**src/rtl/rv_fetch_pkg.sv**
```systemverilog
// Shared fetch-path constants and the default {pc,inst} queue entry layout.
package rv_fetch_pkg;

  localparam int unsigned XLEN_DEF   = 64;
  localparam int unsigned ILEN_DEF   = 32;
  localparam int unsigned INST_BYTES = 4;

  typedef struct packed {
    logic [XLEN_DEF-1:0] pc;
    logic [ILEN_DEF-1:0] inst;
  } fetch_entry_t;

endpackage

```
**src/rtl/fetch_queue.sv**
```systemverilog
// Synchronous FIFO for fetched entries.
// A push while full or a pop while empty is ignored. Flush empties the queue in one cycle.
module fetch_queue #(
  parameter int unsigned WIDTH = 96,
  parameter int unsigned DEPTH = 4
) (
  input  logic                     clk,
  input  logic                     rst_n,
  input  logic                     flush,
  input  logic                     push,
  input  logic [WIDTH-1:0]         wdata,
  input  logic                     pop,
  output logic [WIDTH-1:0]         rdata,
  output logic                     full,
  output logic                     empty,
  output logic [$clog2(DEPTH):0]   count
);

  localparam int unsigned AW = $clog2(DEPTH);
  localparam int unsigned CW = AW + 1;

  logic [WIDTH-1:0] mem_q [DEPTH];
  logic [WIDTH-1:0] mem_d [DEPTH];
  logic [AW-1:0]    wr_ptr_q, wr_ptr_d;
  logic [AW-1:0]    rd_ptr_q, rd_ptr_d;
  logic [CW-1:0]    count_q, count_d;
  logic             push_ok, pop_ok;

  assign full    = (count_q == CW'(DEPTH));
  assign empty   = (count_q == '0);
  assign count   = count_q;
  assign rdata   = mem_q[rd_ptr_q];
  assign push_ok = push & ~full;
  assign pop_ok  = pop & ~empty;

  // Next-state for storage, pointers and occupancy; flush overrides push/pop.
  always_comb begin
    mem_d    = mem_q;
    wr_ptr_d = wr_ptr_q;
    rd_ptr_d = rd_ptr_q;
    count_d  = count_q;
    if (flush) begin
      wr_ptr_d = '0;
      rd_ptr_d = '0;
      count_d  = '0;
    end else begin
      if (push_ok) begin
        mem_d[wr_ptr_q] = wdata;
        wr_ptr_d        = wr_ptr_q + AW'(1);
      end
      if (pop_ok) begin
        rd_ptr_d = rd_ptr_q + AW'(1);
      end
      count_d = count_q + CW'(push_ok) - CW'(pop_ok);
    end
  end

  // State registers; storage is also cleared so head fields are never X.
  always_ff @(posedge clk) begin
    if (!rst_n) begin
      for (int unsigned i = 0; i < DEPTH; i++) begin
        mem_q[i] <= '0;
      end
      wr_ptr_q <= '0;
      rd_ptr_q <= '0;
      count_q  <= '0;
    end else begin
      mem_q    <= mem_d;
      wr_ptr_q <= wr_ptr_d;
      rd_ptr_q <= rd_ptr_d;
      count_q  <= count_d;
    end
  end

endmodule

```
**src/rtl/inst_fetch_unit.sv**
```systemverilog
// Instruction fetch unit.
// Holds the PC and fetches from instruction memory over a req/ack handshake.
// Buffers {pc,inst} entries and hands them to decode over valid/ready.
// A redirect flushes the buffer and retargets fetch.
module inst_fetch_unit
  import rv_fetch_pkg::*;
#(
  parameter int unsigned         XLEN         = XLEN_DEF,
  parameter int unsigned         ILEN         = ILEN_DEF,
  parameter int unsigned         DEPTH        = 4,
  parameter logic [XLEN-1:0]     RESET_VECTOR = '0
) (
  input  logic                   Clk,
  input  logic                   Rst,
  output logic [XLEN-1:0]        out_imem_addr,
  output logic                   out_imem_req,
  input  logic                   in_imem_ack,
  input  logic [ILEN-1:0]        in_imem_data,
  output logic                   out_inst_valid,
  output logic [ILEN-1:0]        out_inst,
  output logic [XLEN-1:0]        out_inst_pc,
  input  logic                   in_inst_ready,
  input  logic                   in_redirect,
  input  logic [XLEN-1:0]        in_redirect_pc,
  output logic                   out_misalign,
  output logic [$clog2(DEPTH):0] out_q_count
);

  typedef struct packed {
    logic [XLEN-1:0] pc;
    logic [ILEN-1:0] inst;
  } entry_t;

  logic [XLEN-1:0] fetch_pc_q, fetch_pc_d;
  logic            misalign_q, misalign_d;
  entry_t          q_wdata, q_rdata;
  logic            q_full, q_empty;
  logic            push, pop;

  // Handshake gating: reset and redirect both suppress valid and block push/pop.
  assign out_imem_req   = Rst & ~q_full;
  assign out_imem_addr  = fetch_pc_q;
  assign push           = out_imem_req & in_imem_ack & ~in_redirect;
  assign out_inst_valid = Rst & ~q_empty & ~in_redirect;
  assign pop            = out_inst_valid & in_inst_ready;
  assign q_wdata        = '{pc: fetch_pc_q, inst: in_imem_data};
  assign out_inst       = q_rdata.inst;
  assign out_inst_pc    = q_rdata.pc;
  assign out_misalign   = misalign_q;

  fetch_queue #(
    .WIDTH ($bits(entry_t)),
    .DEPTH (DEPTH)
  ) u_queue (
    .clk   (Clk),
    .rst_n (Rst),
    .flush (in_redirect),
    .push  (push),
    .wdata (q_wdata),
    .pop   (pop),
    .rdata (q_rdata),
    .full  (q_full),
    .empty (q_empty),
    .count (out_q_count)
  );

  // Next fetch PC: redirect target (word-aligned) wins, else step past a completed fetch.
  always_comb begin
    fetch_pc_d = fetch_pc_q;
    misalign_d = 1'b0;
    if (in_redirect) begin
      fetch_pc_d = {in_redirect_pc[XLEN-1:2], 2'b00};
      misalign_d = |in_redirect_pc[1:0];
    end else if (push) begin
      fetch_pc_d = fetch_pc_q + XLEN'(INST_BYTES);
    end
  end

  // PC and misalign pulse registers.
  always_ff @(posedge Clk) begin
    if (!Rst) begin
      fetch_pc_q <= RESET_VECTOR;
      misalign_q <= 1'b0;
    end else begin
      fetch_pc_q <= fetch_pc_d;
      misalign_q <= misalign_d;
    end
  end

endmodule

```
**config.mk**
```make
export PLATFORM = sky130hd
export DESIGN_NAME = inst_fetch_unit
export DESIGN_NICKNAME = d
export VERILOG_FILES = /design/src/rtl/rv_fetch_pkg.sv /design/src/rtl/fetch_queue.sv /design/src/rtl/inst_fetch_unit.sv
export SDC_FILE = /design/constraint.sdc
export NUM_CORES = 1
export LEC_CHECK = 0
export CAP_MARGIN = 20
export CORE_MARGIN = 2
export CORE_UTILIZATION = 35
export CTS_CLUSTER_SIZE = 14
export DETAILED_ROUTE_END_ITERATION = 12
export PLACE_DENSITY = 0.67
export SYNTH_ARGS = -nofsm -noshare
export SYNTH_HDL_FRONTEND = slang
export SYNTH_SLANG_ARGS = --single-unit
```
**constraint.sdc**
```tcl
create_clock -name Clk -period 3.2 [get_ports Clk]
set_input_delay 0.8 -clock Clk [delete_from_list [all_inputs] [get_ports Clk]]
set_output_delay 0.8 -clock Clk [all_outputs]
set_load 0.005 [all_outputs]
```
==> flow_summary.json, run 1 <==
{
  "status": "completed",
  "path_cells": "buf_12, buf_16, mux4_2, clkdlybuf4s50_1",
  "pre_cts_slack_ns": 0.0653,
  "tightest_slew_ns": 0.989,
  "routabilityCongestion": 0.791,
  "drt_iter0_markers": 1612,
  "synth_ff_type": "dfxtp_1",
  "cp.arrival_ns": 2.30,
  "core_um2": 54000,
  "yosysSeqAreaShare": 0.465,
  "crit_path_start": "u_queue.rd_ptr_q[0]$_SDFFE_PP0P_",
  "worstHoldStart": "u_queue.mem_q[104]$_SDFFE_PN0P_",
  "wl_per_cell_um": 20.5,
  "finalHoldViolations": 0,
  "grt_max_degree": 195,
  "vias": 17600,
  "die_h_um": 238,
  "first_pass_iters": 5,
  "crit_path_max_fanout": 11,
  "synth_top_family_by_area": "simple AND/OR/NAND/NOR gates",
  "overflow": 0,
  "synth_compound_area_frac": 0.136,
  "clk_pin_slew_ns": 0.06,
  "portBuffers": 262,
  "cts_buffers": 49,
  "start_kind": "flip-flop",
  "track_usage": 0.227,
  "drc_errors": 0,
  "cts_hold_buf": 0,
  "vias_per_cell": 5.48,
  "wl_mm": 65.9,
  "final_cell_area_um2": 24400,
  "async_reset_ff_frac": 0,
  "power_w": 0.0123,
  "max_freq_ghz": 0.323,
  "die_x_um": 238,
  "hp-class": "reg -> reg",
  "yosys.area_share.simple": 0.216,
  "synth.distinct_cells": 45,
  "synth-xor-area-share": 0.0178,
  "critPathBufInv": 3,
  "cp_slowest_cell": "mux4_2",
  "place_area_um2": 22700,
  "crit_type": "reg -> out",
  "finalNetCount": 2592,
  "grt_pass1_vias": 17000,
  "vdd_drop_max_mv": 0.349,
  "slew_violations": 0,
  "final_common_cell": "nand2_1",
  "syn_area_um2": 19200,
  "muxShareOfSynthArea": 0.112,
  "htree_num_levels": 2,
  "syn2layout_area_growth_pct": 26.8,
  "cellPowerDensity_nw_per_um2": 504,
  "timing.final.ws_setup_ns": 0.101,
  "ys_seq_elements": 446,
  "setup_tns_ns": 0,
  "dieArea_um2": 56800,
  "period_share": 0.968,
  "ant_nets": 0,
  "cts_tree": "yes",
  "cap_viol_max_count": 0,
  "cp-end-kind": "primary output",
  "grt_pass1_wl_mm": 100,
  "min_period_ns": 3.10,
  "layout_common_cells": "nand2_1, dfxtp_1, a21oi_1",
  "netlist_instances": 2319,
  "fp-row-count": 85,
  "yosys_warnings": 0,
  "p_leak_nw": 8.23,
  "synthAdderAreaFrac": 0.00560,
  "avgSynthCellArea_um2": 8.29,
  "required_ns": 2.40,
  "fin_skew_ns": 0.0105,
  "dp_hpwl_mm": 41.2,
  "clock_path_buffers": 3,
  "drive_gt1_frac": 0.106,
  "critPathTopFamily": "buffers and inverters",
  "clock_sinks": 446,
  "pin_count": 267,
  "start_util": 0.356,
  "clock_latency_ns": 0.59,
  "setup_viol": 0,
  "reg2reg_from": "u_queue.count[1]$_SDFF_PP0_",
  "antenna_found_initial": 8,
  "rsz0062_at_grt": "false",
  "root_buffer": "clkbuf_16",
  "relSlewSlack": 0.341,
  "max_stage_delay_ns": 0.50,
  "synth_edf_count": 0
}
## registers in the layout, indices dropped and copies added, names as in the netlist
register and count:
out_misalign 1, u_queue.count 3, u_queue.rd_ptr_q 2, out_imem_addr 62
u_queue.wr_ptr_q 2, u_queue.mem_q 376
## power by group
group          internal (W)  switching [W]
combinational      0.000405       0.000457
clock               0.00329        0.00235
sequential          0.00564       0.000131
total               0.00934        0.00294
## through the flow
step / util / hold slack [ns] / instances
detailed placement: 0.421 / 0.445 / 3124
finish: 0.451 / 0.453 / 3215
global route: 0.451 / 0.467 / 3215
CTS: 0.451 / 0.453 / 3212
global placement: 0.421 / 0.438 / 3124
floorplan: - / 0.433 / 2322
## worst reg2reg max path, stage by stage (launching register included)
cell	delay [ns]
dfxtp_1	0.39
nor3b_1	0.66
buf_4	0.29
nor3_2	0.09
buf_4	0.19
nand2_4	0.09
buf_12	0.44
nand2_1	0.22
a21oi_1	0.17
## cells by family after synthesis
| family | Yosys count |
|---|---|
| AO/OA/AOI/OAI | 501 |
| XOR/XNOR | 39 |
| adder cells (fa/ha/maj) | 8 |
| buffers and inverters | 242 |
| flip-flops | 446 |
| multiplexers | 97 |
| other | 1 |
| AND/OR/NAND/NOR | 985 |
## per-layer routing
metal,routed length (µm),up-vias,GRT usage,part of all wire
li1,-,8216,-,-
met1,27000,8481,0.298,0.41
met2,30600,796,0.367,0.46
met3,6340,129,0.0509,0.096
met4,1860,12,0.0799,0.028
met5,72,-,0,0.0011
## path summary, 6_finish.rpt
path	to	slack [ns]	cells past startpoint
min reg2reg	u_queue.mem_q[104]$_SDFFE_PN0P_	0.45	2
min	u_queue.mem_q[104]$_SDFFE_PN0P_	0.45	2
max	out_inst[2]	0.10	4
max reg2reg	u_queue.mem_q[143]$_SDFFE_PN0P_	0.58	8
## cell type report
| class | count | area [µm²] |
|---|---|---|
| antenna | 2 | 5.00 |
| clock buffer | 67 | 1440 |
| clock inverter | 18 | 159 |
| fill | 5155 | 29700 |
| inverter | 13 | 57.6 |
| multi-input combinational | 1634 | 9400 |
| sequential | 446 | 8940 |
| tap | 696 | 871 |
| timing repair buffer | 339 | 3500 |
## repair_timing
action,in CTS,in global routing
cloned,2,1
setup buffers,1,0
endpoints found under the setup margin,65,9
gates resized for setup,78,4
## Yosys cell counts, types with 7 or more instances
cell type,instances,share of area
xnor2_1,30,0.014
or4_1,11,0.0043
xor2_1,9,0.0041
buf_1,38,0.0074
inv_1,11,0.0021
clkbuf_1,178,0.035
and4_1,12,0.0055
dfxtp_1,446,0.46
mux4_2,94,0.11
nor2_1,32,0.0062
and3_1,9,0.0029
a21oi_1,403,0.10
nand4_1,29,0.0094
nor4_1,18,0.0059
ha_1,7,0.0046
nor3b_1,7,0.0027
nand3_1,27,0.0070
nand2_1,786,0.15
buf_2,7,0.0018
a311oi_1,7,0.0032
a211oi_1,8,0.0031
or3_1,9,0.0029
o21ai_0,60,0.016
nor3_1,21,0.0055
a31oi_1,12,0.0039
(Power assumes the default switching activity.)
==> run 2: changes to the inputs <==
Settings changed: ABC_AREA from default to 1.
Clock period 3.2 ns to 3.02 ns, I/O delays scaled along.
==> run 2 against run 1 <==
Net effect:
- setup slack worse by 0.062 ns
- core utilization is 0.054 points higher
- final area is 9.0% higher
- first-iteration DRC count is 44% higher
==> flow_summary.json, run 2 <==
{
  "fill_cells": 6014,
  "track_usage": 0.250,
  "cp_slowest_cell": "clkdlybuf4s50_1",
  "dieArea_um2": 61100,
  "tightest_slew_ns": 0.911,
  "avgSynthCellArea_um2": 6.71,
  "vias_per_cell": 5.37,
  "top_register": "u_queue.mem_q",
  "synthTopCellsByArea": "dfxtp_1, nor2_1, a21oi_1",
  "final_cell_area_um2": 26600,
  "cp.arrival_ns": 2.23,
  "syn_area_um2": 20700,
  "first_pass_iters": 6,
  "layout_common_cells": "nor2_1, nand2_1, dfxtp_1",
  "grt_pass1_vias": 19900,
  "fin_skew_ns": 0.0141,
  "grt_pass1_wl_mm": 119,
  "dp_hpwl_mm": 49.2,
  "hp-class": "reg -> reg",
  "final_common_cell": "nor2_1",
  "place_area_um2": 24100,
  "pre_cts_slack_ns": -0.242,
  "finalHoldViolations": 0,
  "ys_seq_elements": 446,
  "largest_reg_flops": 376,
  "netlist_instances": 3087,
  "p_leak_nw": 10.3,
  "async_reset_ff_frac": 0,
  "drive_gt1_frac": 0.0624,
  "die_x_um": 247,
  "yosysSeqAreaShare": 0.431,
  "pin_count": 267,
  "combPwrFrac": 0.076,
  "finalNetCount": 3356,
  "antenna_found_initial": 6,
  "vdd_drop_max_mv": 0.449,
  "postLayoutCoreUtil": 0.452,
  "yosysMostFrequentCell": "nor2_1",
  "wl_per_cell_um": 19.5,
  "max_freq_ghz": 0.335,
  "clock_path_buffers": 3,
  "wl_mm": 79.3,
  "start_util": 0.352,
  "clk_pin_slew_ns": 0.06,
  "yosys_warnings": 0,
  "setup_viol": 0,
  "rsz0062_at_grt": "true",
  "seqPwrFrac": 0.447,
  "start_kind": "flip-flop",
  "synth_ff_type": "dfxtp_1",
  "cts_buffers": 49,
  "drc_errors": 0,
  "grt_max_degree": 190,
  "period_share": 0.987,
  "htree_num_levels": 2,
  "cts_tree": "yes",
  "swShare": 0.241,
  "crit_type": "reg -> out",
  "p_int_w": 0.0103,
  "netlist.top_cell.by_area": "dfxtp_1",
  "cap_viol_max_count": 0,
  "portBuffers": 262,
  "p_switching_w": 0.00328,
  "hold-path-cell-count": 2,
  "fp-row-count": 89,
  "relSlewSlack": 0.393,
  "status": "completed",
  "slew_violations": 0,
  "timing.final.ws_setup_ns": 0.0386,
  "crit_path_max_fanout": 16,
  "cellPowerDensity_nw_per_um2": 512,
  "drt_iter0_markers": 2325,
  "core_um2": 58800,
  "yosysTopAreaCellShare": 0.431,
  "die_h_um": 247,
  "vias": 21800,
  "syn2layout_area_growth_pct": 28.3,
  "min_period_ns": 2.98,
  "root_buffer": "clkbuf_16",
  "cp-end-kind": "primary output",
  "rr_worst_depth": 10,
  "clock_latency_ns": 0.59,
  "synth_common_cells": "nor2_1, nand2_1, dfxtp_1",
  "hold_ws_ns": 0.457,
  "ant_nets": 0,
  "overflow": 0,
  "setup_tns_ns": 0,
  "synth.distinct_cells": 32,
  "max_stage_delay_ns": 0.46,
  "path_cells": "buf_12, inv_12, buf_16, o21ai_0, o22ai_2, clkdlybuf4s50_1",
  "routabilityCongestion": 1.05,
  "required_ns": 2.26,
  "clkPwrFrac": 0.477,
  "synth_edf_count": 0,
  "clock_sinks": 446
}
==> run 2: cell types whose count changed in the layout (fill, tap and decap cells not counted), sizes merged, moves of 100 or more <==
cell	change
nor2	+729
nand2	-321
o21ai	+195
nand3	+178
inv	+100
==> run 2: cell families (layout without fill, tap and decap cells) <==
logic type / after synthesis / in the layout / synth area share
buf+inv: 357 / 552 / 0.0742
fa+ha+maj: 8 / 8 / 0.00520
other cells: 1 / 5 / 0.000181
xor+xnor: 24 / 24 / 0.0102
compound gates: 795 / 795 / 0.199
flops: 446 / 446 / 0.431
simple gates: 1456 / 1456 / 0.280
==> run 2: stage by stage <==
stage | total power, W | instances
after floorplan | 0.00665 | 3090
after global placement | 0.00723 | 3948
after detailed placement | 0.00723 | 3948
after CTS | 0.0137 | 4056
after global routing | 0.0140 | 4058
final | 0.0136 | 4059
==> run 2: worst max-delay path: cells and delay by family (launching register included) <==
family                 cells  cell delay, ns
DFF                        1            0.38
AOI/OAI and AO/OA          2            0.35
buffers and inverters      4            0.88
==> run 2: area by class of cell <==
cell class / count / area [µm²] / share of cell area
clock inverters: 17 / 298 / 0.0112
repair buffers: 350 / 4040 / 0.152
flip-flops and latches: 446 / 8940 / 0.337
repair inverters: 2 / 25.0 / 0.000942
multi-input cells: 2287 / 10400 / 0.392
inverters: 111 / 445 / 0.0168
clock buffers: 72 / 1430 / 0.0537
well taps: 773 / 967 / 0.0364
diodes: 1 / 2.50 / 0.0000942
==> run 2: path summary, 6_finish.rpt <==
check / slack [ns] / start / end
min reg2reg: 0.46 / u_queue.mem_q[195]$_SDFFE_PN0P_ / u_queue.mem_q[195]$_SDFFE_PN0P_
max reg2reg: 0.68 / out_imem_addr[4]$_SDFFE_PN0P_ / out_imem_addr[33]$_SDFFE_PN0P_
max: 0.04 / u_queue.rd_ptr_q[0]$_SDFFE_PP0P_ / out_inst[30]
min: 0.46 / u_queue.mem_q[195]$_SDFFE_PN0P_ / u_queue.mem_q[195]$_SDFFE_PN0P_
==> run 2: timing repair <==
item,in CTS,in global routing
hold buffers,0,0
setup buffers,5,0
setup endpoints to repair,90,29
cloned,14,2
pin swaps,13,13
resized for setup,102,32
==> run 2: power groups by stage <==
stage,combinational (W),clock (W),sequential [W]
floorplan,0.000483,0,0.00616
global placement,0.00102,0,0.00620
detailed placement,0.00102,0,0.00620
CTS,0.00102,0.00658,0.00607
global route,0.00111,0.00683,0.00608
finish,0.00103,0.00649,0.00608
==> run 2: routing by layer <==
layer / up-vias / global-route usage / part of all wire
li1: 10500 / - / -
met1: 10200 / 0.332 / 0.42
met2: 939 / 0.402 / 0.46
met3: 153 / 0.0576 / 0.097
met4: 10 / 0.0763 / 0.028
met5: - / 0 / 0.00083
==> run 3: changes to the inputs <==
Settings changed: SLEW_MARGIN from default to 5.
Clock period 3.02 ns to 3 ns, I/O delays scaled along.
==> run 3 against run 2 <==
Net effect:
- global-route usage decreased by 0.76 points
- count of clock-buffer cells in the layout unchanged
- largest power group is now sequential cells
- sequential power up 0.7%
- setup slack worse by 0.035 ns
- non-clock buffer count increased by 13
- combinational power about the same
- register-to-register slack got worse by 0.26 ns
- sequential share of layout area up 0.059 points
- flip-flop and latch count did not move
- core utilization fell by 0.079 points
- power fell by 3.3%
==> flow_summary.json, run 3 (synthesis results as in run 2) <==
{
  "rsz0062_at_grt": "true",
  "cts_buffers": 48,
  "p_leak_nw": 10.4,
  "required_ns": 2.25,
  "power_w": 0.0132,
  "period_share": 0.999,
  "fp-row-count": 89,
  "vdd_drop_max_mv": 0.431,
  "drc_errors": 0,
  "start_util": 0.352,
  "max_freq_ghz": 0.334,
  "timing.final.ws_setup_ns": 0.00316,
  "start_kind": "flip-flop",
  "critPathBufInv": 3,
  "crit_path_start": "u_queue.rd_ptr_q[0]$_SDFFE_PP0P_",
  "multiInputGateArea_um2": 10400,
  "track_usage": 0.242,
  "first_pass_iters": 5,
  "overflow": 0,
  "seqCellArea_um2": 8940,
  "layout_common_cells": "nor2_1, nand2_1, dfxtp_1",
  "pre_cts_slack_ns": -0.188,
  "grt_max_degree": 149,
  "met2_wirelength_mm": 35.8,
  "root_buffer": "clkbuf_16",
  "antenna_found_initial": 6,
  "status": "completed",
  "grt_pass1_vias": 19400,
  "tightest_slew_ns": 0.782,
  "critPathTopFamily": "buffers and inverters",
  "portBuffers": 262,
  "grt_pass1_wl_mm": 116,
  "crit_type": "reg -> out",
  "die_x_um": 247,
  "path_cells": "buf_4, buf_12, o21ai_0, o22ai_2, clkdlybuf4s50_1",
  "slew_violations": 0,
  "fill_cells": 6015,
  "clock_sinks": 446,
  "final_common_cell": "nor2_1",
  "vias": 21900,
  "fin_skew_ns": 0.0372,
  "cp-end-kind": "primary output",
  "dieArea_um2": 61100,
  "top_layer": "met5",
  "core_um2": 58800,
  "cap_viol_max_count": 0,
  "routabilityCongestion": 1.02,
  "htree_num_levels": 2,
  "pin_count": 267,
  "cellPowerDensity_nw_per_um2": 496,
  "ant_nets": 0,
  "p_switching_w": 0.00329,
  "syn2layout_area_growth_pct": 28.1,
  "clkPwrFrac": 0.456,
  "drt_iter0_markers": 2240,
  "dr_wl_met3_mm": 7.36,
  "clk_pin_slew_ns": 0.06,
  "dp_hpwl_mm": 49.3,
  "hold_ws_ns": 0.457,
  "crit_path_max_fanout": 14,
  "wl_mm": 78.6,
  "die_h_um": 247,
  "cts_tree": "yes",
  "wl_per_cell_um": 19.3,
  "finalHoldViolations": 0,
  "combPwrFrac": 0.078,
  "largest_reg_flops": 376,
  "drt-met1-wl_mm": 33.1,
  "cp.arrival_ns": 2.25,
  "vias_per_cell": 5.38,
  "worstHoldStart": "u_queue.mem_q[237]$_SDFFE_PN0P_",
  "min_period_ns": 3.00,
  "relSlewSlack": 0.478,
  "p_int_w": 0.00986,
  "reg2reg_from": "out_imem_addr[4]$_SDFFE_PN0P_",
  "seqPwrFrac": 0.466,
  "setup_viol": 0,
  "cts_hold_buf": 0,
  "top_register": "u_queue.mem_q",
  "cp_slowest_cell": "clkdlybuf4s50_1",
  "clock_latency_ns": 0.62,
  "finalNetCount": 3368,
  "clock_path_buffers": 3,
  "drive_gt1_frac": 0.0650,
  "hp-class": "reg -> reg",
  "max_stage_delay_ns": 0.54,
  "swShare": 0.250
}
[run 3: cell type report]
cell class | instances | area share
Timing Repair Buffer | 363 | 0.156
Multi-Input combinational cell | 2287 | 0.393
Tap cell | 773 | 0.0365
Clock buffer | 72 | 0.0521
Clock inverter | 13 | 0.00680
Timing Repair inverter | 2 | 0.000661
Antenna cell | 1 | 0.0000944
Inverter | 111 | 0.0175
Sequential cell | 446 | 0.337
[run 3: worst min-delay path, cell delays in order, from the launching register on]
cell	delay, ns
dfxtp_1	0.31
nand2_1	0.06
a21oi_1	0.05
[run 3: final timing paths]
check | cells past startpoint | slack [ns] | end
setup / recovery | 5 | 0.003 | out_inst[19]
hold / removal | 2 | 0.46 | u_queue.mem_q[237]$_SDFFE_PN0P_
setup reg to reg | 8 | 0.42 | out_imem_addr[51]$_SDFFE_PN0P_
hold reg to reg | 2 | 0.46 | u_queue.mem_q[237]$_SDFFE_PN0P_
[run 3: power groups by stage]
stage	Clock (W)	Combinational (W)	Sequential, W
after floorplan	0	0.000486	0.00620
after global placement	0	0.00102	0.00625
after detailed placement	0	0.00102	0.00625
after CTS	0.00607	0.00102	0.00612
after global routing	0.00630	0.00111	0.00613
final	0.00600	0.00103	0.00612
[run 3: stage by stage]
step                cell area [µm²]  setup TNS, ns   util  cells
floorplan                     20700              0      -   3090
global placement              24100         -0.275  0.410   3954
detailed placement            24100         -0.290  0.410   3954
CTS                           26100         -0.475  0.444   4054
global route                  26500         -0.108  0.451   4067
finish                        26500              0  0.451   4068
[run 3: routing by layer]
layer  global-route usage  vias up
met3               0.0534      140
met4               0.0763       10
met5                    0        -
met1                0.329    10300
li1                     -    10500
met2                0.382      979
[run 3: what timing repair did]
action / 4_1_cts / 5_1_grt
resized for setup: 85 / 56
cloned: 8 / 8
pin swaps: 8 / 15
setup endpoints to repair: 94 / 50
setup buffers: 7 / 5
